<file path="src/rtl/ctrl_pkg.sv">
// Shared types and constants for the control-decoder issue stage.
// The decoder itself lives outside; only its port widths are fixed here.
package ctrl_pkg;

  localparam int OP_W              = 7;
  localparam int CW_W              = 26;
  localparam int CW_ALWAYS_ONE_BIT = 23;

  typedef logic [OP_W-1:0] ctrl_op_t;
  typedef logic [CW_W-1:0] ctrl_word_t;

  typedef enum logic {
    OUT_EMPTY,
    OUT_FULL
  } out_state_t;

endpackage

</file>
<file path="src/rtl/ctrl_op_fifo.sv">
// Opcode FIFO feeding the decoder; occupancy is tracked by an explicit level
// counter so full/empty never depend on pointer equality.
module ctrl_op_fifo
  import ctrl_pkg::*;
#(
  parameter int DEPTH = 4,
  localparam int PTR_W = $clog2(DEPTH),
  localparam int LVL_W = PTR_W + 1
) (
  input  logic             clk,
  input  logic             rst_n,
  input  logic             flush,
  input  logic             push,
  input  ctrl_op_t         push_op,
  input  logic             pop,
  output ctrl_op_t         head,
  output logic [LVL_W-1:0] level
);

  ctrl_op_t         mem [DEPTH];
  logic [PTR_W-1:0] wr_ptr;
  logic [PTR_W-1:0] rd_ptr;

  // Callers only push below DEPTH and only pop above zero; flush wins over both.
  always_ff @(posedge clk or negedge rst_n) begin
    if (!rst_n) begin
      wr_ptr <= '0;
      rd_ptr <= '0;
      level  <= '0;
    end else if (flush) begin
      wr_ptr <= '0;
      rd_ptr <= '0;
      level  <= '0;
    end else begin
      if (push) wr_ptr <= wr_ptr + PTR_W'(1);
      if (pop)  rd_ptr <= rd_ptr + PTR_W'(1);
      level <= level + LVL_W'(push) - LVL_W'(pop);
    end
  end

  always_ff @(posedge clk) begin
    if (push && !flush) mem[wr_ptr] <= push_op;
  end

  assign head = mem[rd_ptr];

endmodule

</file>
<file path="src/rtl/ctrl_issue_stage.sv">
// Wraps the combinational control decoder: buffers opcodes, feeds the FIFO head
// to the decoder, and registers the returned control word in a valid/ready stage.
module ctrl_issue_stage
  import ctrl_pkg::*;
#(
  parameter int DEPTH = 4,
  localparam int LVL_W = $clog2(DEPTH) + 1
) (
  input  logic             clk,
  input  logic             rst_n,
  input  logic             flush,
  input  logic             in_valid,
  output logic             in_ready,
  input  ctrl_op_t         in_op,
  output ctrl_op_t         dec_op,
  input  ctrl_word_t       dec_word,
  output logic             out_valid,
  input  logic             out_ready,
  output ctrl_word_t       out_word,
  output ctrl_op_t         out_op,
  output logic [LVL_W-1:0] level
);

  localparam logic [LVL_W-1:0] FULL_LEVEL = LVL_W'(DEPTH);

  out_state_t state;
  ctrl_op_t   fifo_head;
  logic       fifo_empty;
  logic       push;
  logic       load;

  ctrl_op_fifo #(.DEPTH(DEPTH)) u_fifo (
    .clk     (clk),
    .rst_n   (rst_n),
    .flush   (flush),
    .push    (push),
    .push_op (in_op),
    .pop     (load),
    .head    (fifo_head),
    .level   (level)
  );

  // Ready depends on occupancy alone, so out_ready never reaches in_ready.
  assign in_ready   = (level != FULL_LEVEL);
  assign push       = in_valid & in_ready;
  assign fifo_empty = (level == '0);
  assign dec_op     = fifo_empty ? '0 : fifo_head;
  assign load       = !fifo_empty & (!out_valid | out_ready);
  assign out_valid  = (state == OUT_FULL);

  // The word and opcode hold their last values when the stage empties or flushes.
  always_ff @(posedge clk or negedge rst_n) begin
    if (!rst_n) begin
      state    <= OUT_EMPTY;
      out_word <= '0;
      out_op   <= '0;
    end else if (flush) begin
      state <= OUT_EMPTY;
    end else if (load) begin
      state    <= OUT_FULL;
      out_word <= dec_word;
      out_op   <= fifo_head;
    end else if (state == OUT_FULL && out_ready) begin
      state <= OUT_EMPTY;
    end
  end

endmodule

</file>
<file path="config.mk">
export PLATFORM = sky130hd
export DESIGN_NAME = ctrl_issue_stage
export DESIGN_NICKNAME = d
export VERILOG_FILES = /design/src/rtl/ctrl_pkg.sv /design/src/rtl/ctrl_op_fifo.sv /design/src/rtl/ctrl_issue_stage.sv
export SDC_FILE = /design/constraint.sdc
export NUM_CORES = 1
export LEC_CHECK = 0
export ABC_AREA = 1
export CAP_MARGIN = 10
export CORE_UTILIZATION = 35
export DETAILED_ROUTE_END_ITERATION = 12
export GPL_TIMING_DRIVEN = 0
export PLACE_DENSITY_LB_ADDON = 0.08
export SLEW_MARGIN = 10
export SYNTH_ARGS = -nofsm -noshare
export SYNTH_HDL_FRONTEND = slang
export SYNTH_SLANG_ARGS = --single-unit
</file>
<file path="constraint.sdc">
create_clock -name clk -period 2 [get_ports clk]
set_input_delay 0.4 -clock clk [delete_from_list [all_inputs] [get_ports clk]]
set_output_delay 0.4 -clock clk [all_outputs]
set_load 0.02 [all_outputs]
</file>
# [After elaboration in Yosys (flattened, before gate mapping)]
# Memory sizes are Yosys's and may differ from the RTL's.
# Index checks and enable logic that the tools add are counted.
[classes] add_sub_neg=4 eq_ne=1 muxes=11 bitwise_logic=4 reduce_logical=10
[ops] op="2-bit two-way mux" n=4
[ops] op="7-bit two-way mux" n=1
[ops] op="1-bit two-way mux" n=5
[ops] op="2-bit by 1-bit adder with 2-bit output (second input constant)" n=2
[ops] op="2-bit nonzero test" n=2
[ops] op="3-bit by 1-bit adder with 3-bit output" n=1
[ops] op="1-bit zero test" n=3
[ops] op="3-bit zero test" n=1
[ops] op="3-bit two-way mux" n=1
[ops] op="3-bit != test (second input constant)" n=1
[ops] op="3-bit nonzero test" n=1
[ops] op="3-bit by 1-bit subtractor with 3-bit output" n=1
[ops] op="1-bit bitwise AND" n=2
[ops] op="1-bit logical AND" n=2
[ops] op="2-bit AND reduction" n=1
[ops] op="1-bit NOT" n=1
[ops] op="1-bit OR" n=1
[word_totals] ff_bits=41 mem_bits_rw=28 in_bits=38 out_inout_bits=45 word_cells=37 n_memories=1
[memory_table] name="u_fifo.mem" depth=4 word_bits=7 read_ports=1 rd_clocked_by_memory_dff=0 write_ports=1 line="ctrl_op_fifo.sv:20" source="ctrl_op_t mem [DEPTH];"

# [Logic depth before layout (Yosys ltp)]
[logic_depth] depth_word=5 ltp_mapped=10 ltp_nobuf=10

# [By module]
# Synthesis repeated with hierarchy kept, for this count alone.
[hier_totals] cells_unflattened=305 area_unflattened_um2=3055.4
[modules_own_cells] mod="ctrl_op_fifo" n_inst=1 cells_per_inst=132 area_per_inst_um2=1530.2 seq_area_each_um2=1016.0
[modules_own_cells] mod="ctrl_issue_stage" n_inst=1 cells_per_inst=173 area_per_inst_um2=1525.2 seq_area_each_um2=850.8

# [Least setup slack after synthesis]
# Ideal clock, no wire load.
[synth_timing] kind="reg2reg" start="register u_fifo.level[1]" end="register u_fifo.level[2]" setup_time_ns=0.117 arrival_ns=1.738 required_ns=1.883 setup_slack_ns=0.145 path_stages_with_launch=10 n_path_buf=0 period_less_slack_ns=1.855 cell_sequence="dfrtp_1 nor2_1 nand2_1 nand2_1 inv_1 ha_1 inv_1 fa_1 nor2_1 nor2_1"
[synth_via] elab_chain_cells=5 word_cells_on_any_way=8 classes_between="add/sub: 2; eq/ne: 1; mux: 1; bitwise: 2; reduce/logical: 2"
[synth_rtl] element="start: declaration" line="ctrl_op_fifo.sv:17" source="output logic [LVL_W-1:0] level"
[synth_rtl] element="start signal: assignment" line="ctrl_op_fifo.sv:37" source="level <= level + LVL_W'(push) - LVL_W'(pop);"
[synth_rtl] element="3-bit != test" line="ctrl_issue_stage.sv:44" source="assign in_ready = (level != FULL_LEVEL);"
[synth_rtl] element="via in_ready" line="ctrl_issue_stage.sv:13" source="output logic in_ready,"
[synth_rtl] element="1-bit bitwise AND" line="ctrl_issue_stage.sv:45" source="assign push = in_valid & in_ready;"
[synth_rtl] element="3-bit by 1-bit adder with 3-bit output" line="ctrl_op_fifo.sv:37"
[synth_rtl] element="3-bit by 1-bit subtractor with 3-bit output" line="ctrl_op_fifo.sv:37"
[synth_rtl] element="3-bit two-way mux" line="ctrl_op_fifo.sv:30" source="end else if (flush) begin"
# The timed path passes the listed nets, and every way through them passes these cells.
# A chain may end at the register's enable or synchronous reset.

# [Worst setup path in the final report]
[layout_timing] start="input port flush" end="memory u_fifo.mem[3][6] in the netlist's numbering, enable pin"
[layout_via] elab_chain_cells=4
[layout_rtl] element="start: declaration" line="ctrl_issue_stage.sv:11" source="input logic flush,"
[layout_rtl] element="1-bit zero test" line="ctrl_op_fifo.sv:42" source="if (push && !flush) mem[wr_ptr] <= push_op;"
[layout_rtl] element="1-bit logical AND" line="ctrl_op_fifo.sv:42"
[layout_rtl] element="1-bit two-way mux" line="ctrl_op_fifo.sv:42"
[layout_rtl] element="1-bit two-way mux (implied by the code)" line="ctrl_op_fifo.sv:42"
[layout_rtl] element="end: declaration" line="ctrl_op_fifo.sv:20"
# Every way passes these cells.

==> out/qor.yml <==
logic_synthesis:
  synthTopCellsByCount: "149 x nand2_1, 45 x inv_1, 41 x dfrtp_1, 28 x edfxtp_1, 18 x nand3_1"
  synth_top_area_cell: "dfrtp_1"
  synth_edf_count: 28
  synth.area.top_cells: "dfrtp_1 34%, edfxtp_1 28%, nand2_1 19%, inv_1 5.6%, nand3_1 3.0%"
  synth_cells: 328
  ys.flop_type: "dfrtp_1"
  ys_types: 21
  synth_nets: 372
  avgSynthCellArea_um2: 9.19
  synth-seq-cells: 69
  ys_seq_area_share_pct: 62.0
  yosys_warnings: 0
  yosysMostFrequentCell: "nand2_1"
  synthArstFlopShare_pct: 59.4
  netlist.area_leader.share_pct: 34.1
  syn-cell-area_um2: 3010
timing:
  period_minus_slack_ns: 1.99
  period_share_pct: 99.7
  worst_pin_slew_ns: 0.730
  hold_violations: 0
  setup_viol: 0
  maxSlewHeadroom_pct: 51.2
  fmax_mhz: 502
  setup_tns_ns: 0
  drv_slew: 0
  rsz0062_at_grt: "true"
  finalClockSkew_ns: 0.00838
place:
  place_hpwl_um: 4700
  gp_congestion: 0.735
  placed_cells: 516
  io_buffer_count: 82
floorplanning:
  initial_core_util_pct: 36.5
  die-area_um2: 8980
  die_y_um: 94.8
  rows: 33
  io_pins: 83
  core_um2: 8260
  dieWidth_um: 94.8
worst_setup_path:
  path_max_fanout: 10
  cp.required_ns: 1.96
  end_kind: "flop"
  crit_type: "in -> reg"
  cp-start-kind: "input pin"
  cp.arrival_ns: 1.96
power:
  vdd_drop_max_mv: 0.593
  powerDensity_nw_per_um2: 1580
  p_total_mw: 6.80
  p_leak_nw: 2.10
drt:
  drc_errors: 0
  first_pass_iters: 4
  drtIter0Drc: 104
  wl_um: 7000
  routedWlPerCell_um: 12.9
  viasPerCell: 4.40
  ant_nets: 0
  num_vias: 2380
final_layout:
  diodes: 0
  fillers: 778
  drive_gt1_share_pct: 13.5
  instances_no_fill: 541
  area_growth_pct: 43.1
  layout.nets: 475
  final_util_pct: 52.2
worst_hold_path:
  hold_path.class: "in -> async"
clock_tree:
  clock_latency_ns: 0.34
  tritoncts: "yes"
  clock-root-buffer: "clkbuf_8"
  cts_sinks: 69
  clk_pin_slew_ns: 0.08
  clockBufferDepth: 2
  h-tree-depth: 3
  numCtsBuffers: 9
job:
  max-cap-violations: 0
global_route:
  grt_pass1_wl_um: 10900
  grt_pass1_vias: 2204
  grt_usage_pct: 16.6
  grt_overflow: 0
  antenna_found_initial: 0
  grt_max_degree: 35
outcome:
  status: "completed"
==> worst paths after layout <==
path	startpoint	to	slack (ns)	cells past startpoint
setup reg to reg	u_fifo.level[1]	u_fifo.mem[3][6]	0.14	6
hold / removal	rst_n	out_op[4]	0.46	2
max in group asynchronous	rst_n	u_fifo.level[1]	1.07	3
hold reg to reg	out_op[0]	out_op[0]	0.48	2
min in group clk	out_op[0]	out_op[0]	0.48	2
setup / recovery	flush	u_fifo.mem[3][6]	0.006	5
==> kinds of logic after synthesis <==
kind of cell	synth area share (%)
xor gates and xnor gates	0.291
and+or+nand+nor	25.0
adders and majority gates	2.74
buffers and inverters	8.72
DFF	62.0
AOI/OAI and AO/OA	1.33
==> flip-flops by register name, indices dropped and copies added (netlist names) <==
register / count
out_op: 7
out_valid: 1
out_word: 26
u_fifo.level: 3
u_fifo.mem: 28
u_fifo.rd_ptr: 2
u_fifo.wr_ptr: 2
==> placed cells by master, fill, tap and decap left out, drive strengths merged, types with 3 or more instances in the layout <==
cell type      instances
bufinv                 3
buf                   28
edfxtp                28
nand4                  3
inv                   45
dfrtp                 41
nand3                 19
nand2                150
ha                     5
a21oi                  7
clkbuf                10
clkinvlp               3
clkdlybuf4s50         73
nor2                  14
==> worst max-delay path, cell delays in order <==
cell and delay (ns):
clkdlybuf4s50_1 0.46, inv_1 0.13, buf_2 0.23, nand2_1 0.15, nor2_1 0.59
==> layer usage <==
layer / global-route usage, % / share of wire (%) / vias to the layer above
met3: 4.99 / 5.7 / 9
met4: 6.06 / 1.6 / 0
met5: 0 / 0 / -
met2: 24.7 / 47 / 67
li1: - / - / 1208
met1: 22.8 / 45 / 1096
==> power breakdown <==
part / internal (mW) / switching [mW] / leakage (nW)
Clock: 0.829 / 0.522 / 0.116
Combinational: 1.43 / 1.89 / 1.22
Sequential: 1.89 / 0.232 / 0.765
Total: 4.15 / 2.65 / 2.10
==> stage by stage <==
step	hold WS, ns	area (um^2)	setup slack (ns)
after global routing	0.443	4310	-0.0559
after floorplan	0.104	3010	0.145
after detailed placement	0.281	3980	-0.365
after CTS	0.441	4220	0.00449
after global placement	0.462	3970	-0.679
final	0.458	4310	0.00629
==> what timing repair did <==
item                                    in CTS  in global routing
hold buffers                                 1                  0
hold endpoints to repair                     7                  0
resized for setup                           40                  9
pin swaps                                    0                  3
endpoints found under the setup margin      12                 28
setup buffers                                0                  8
==> cell type report <==
cell class	instances	area, um^2	share of cell area [%]
Sequential cell	69	1870	43.3
Multi-Input combinational cell	201	912	21.2
Timing Repair Buffer	92	877	20.3
Inverter	47	189	4.38
Tap cell	105	131	3.05
Clock buffer	10	128	2.96
Clock inverter	6	111	2.58
Buffer	11	95.1	2.21
No activity file was read; power rests on OpenSTA's default activity.
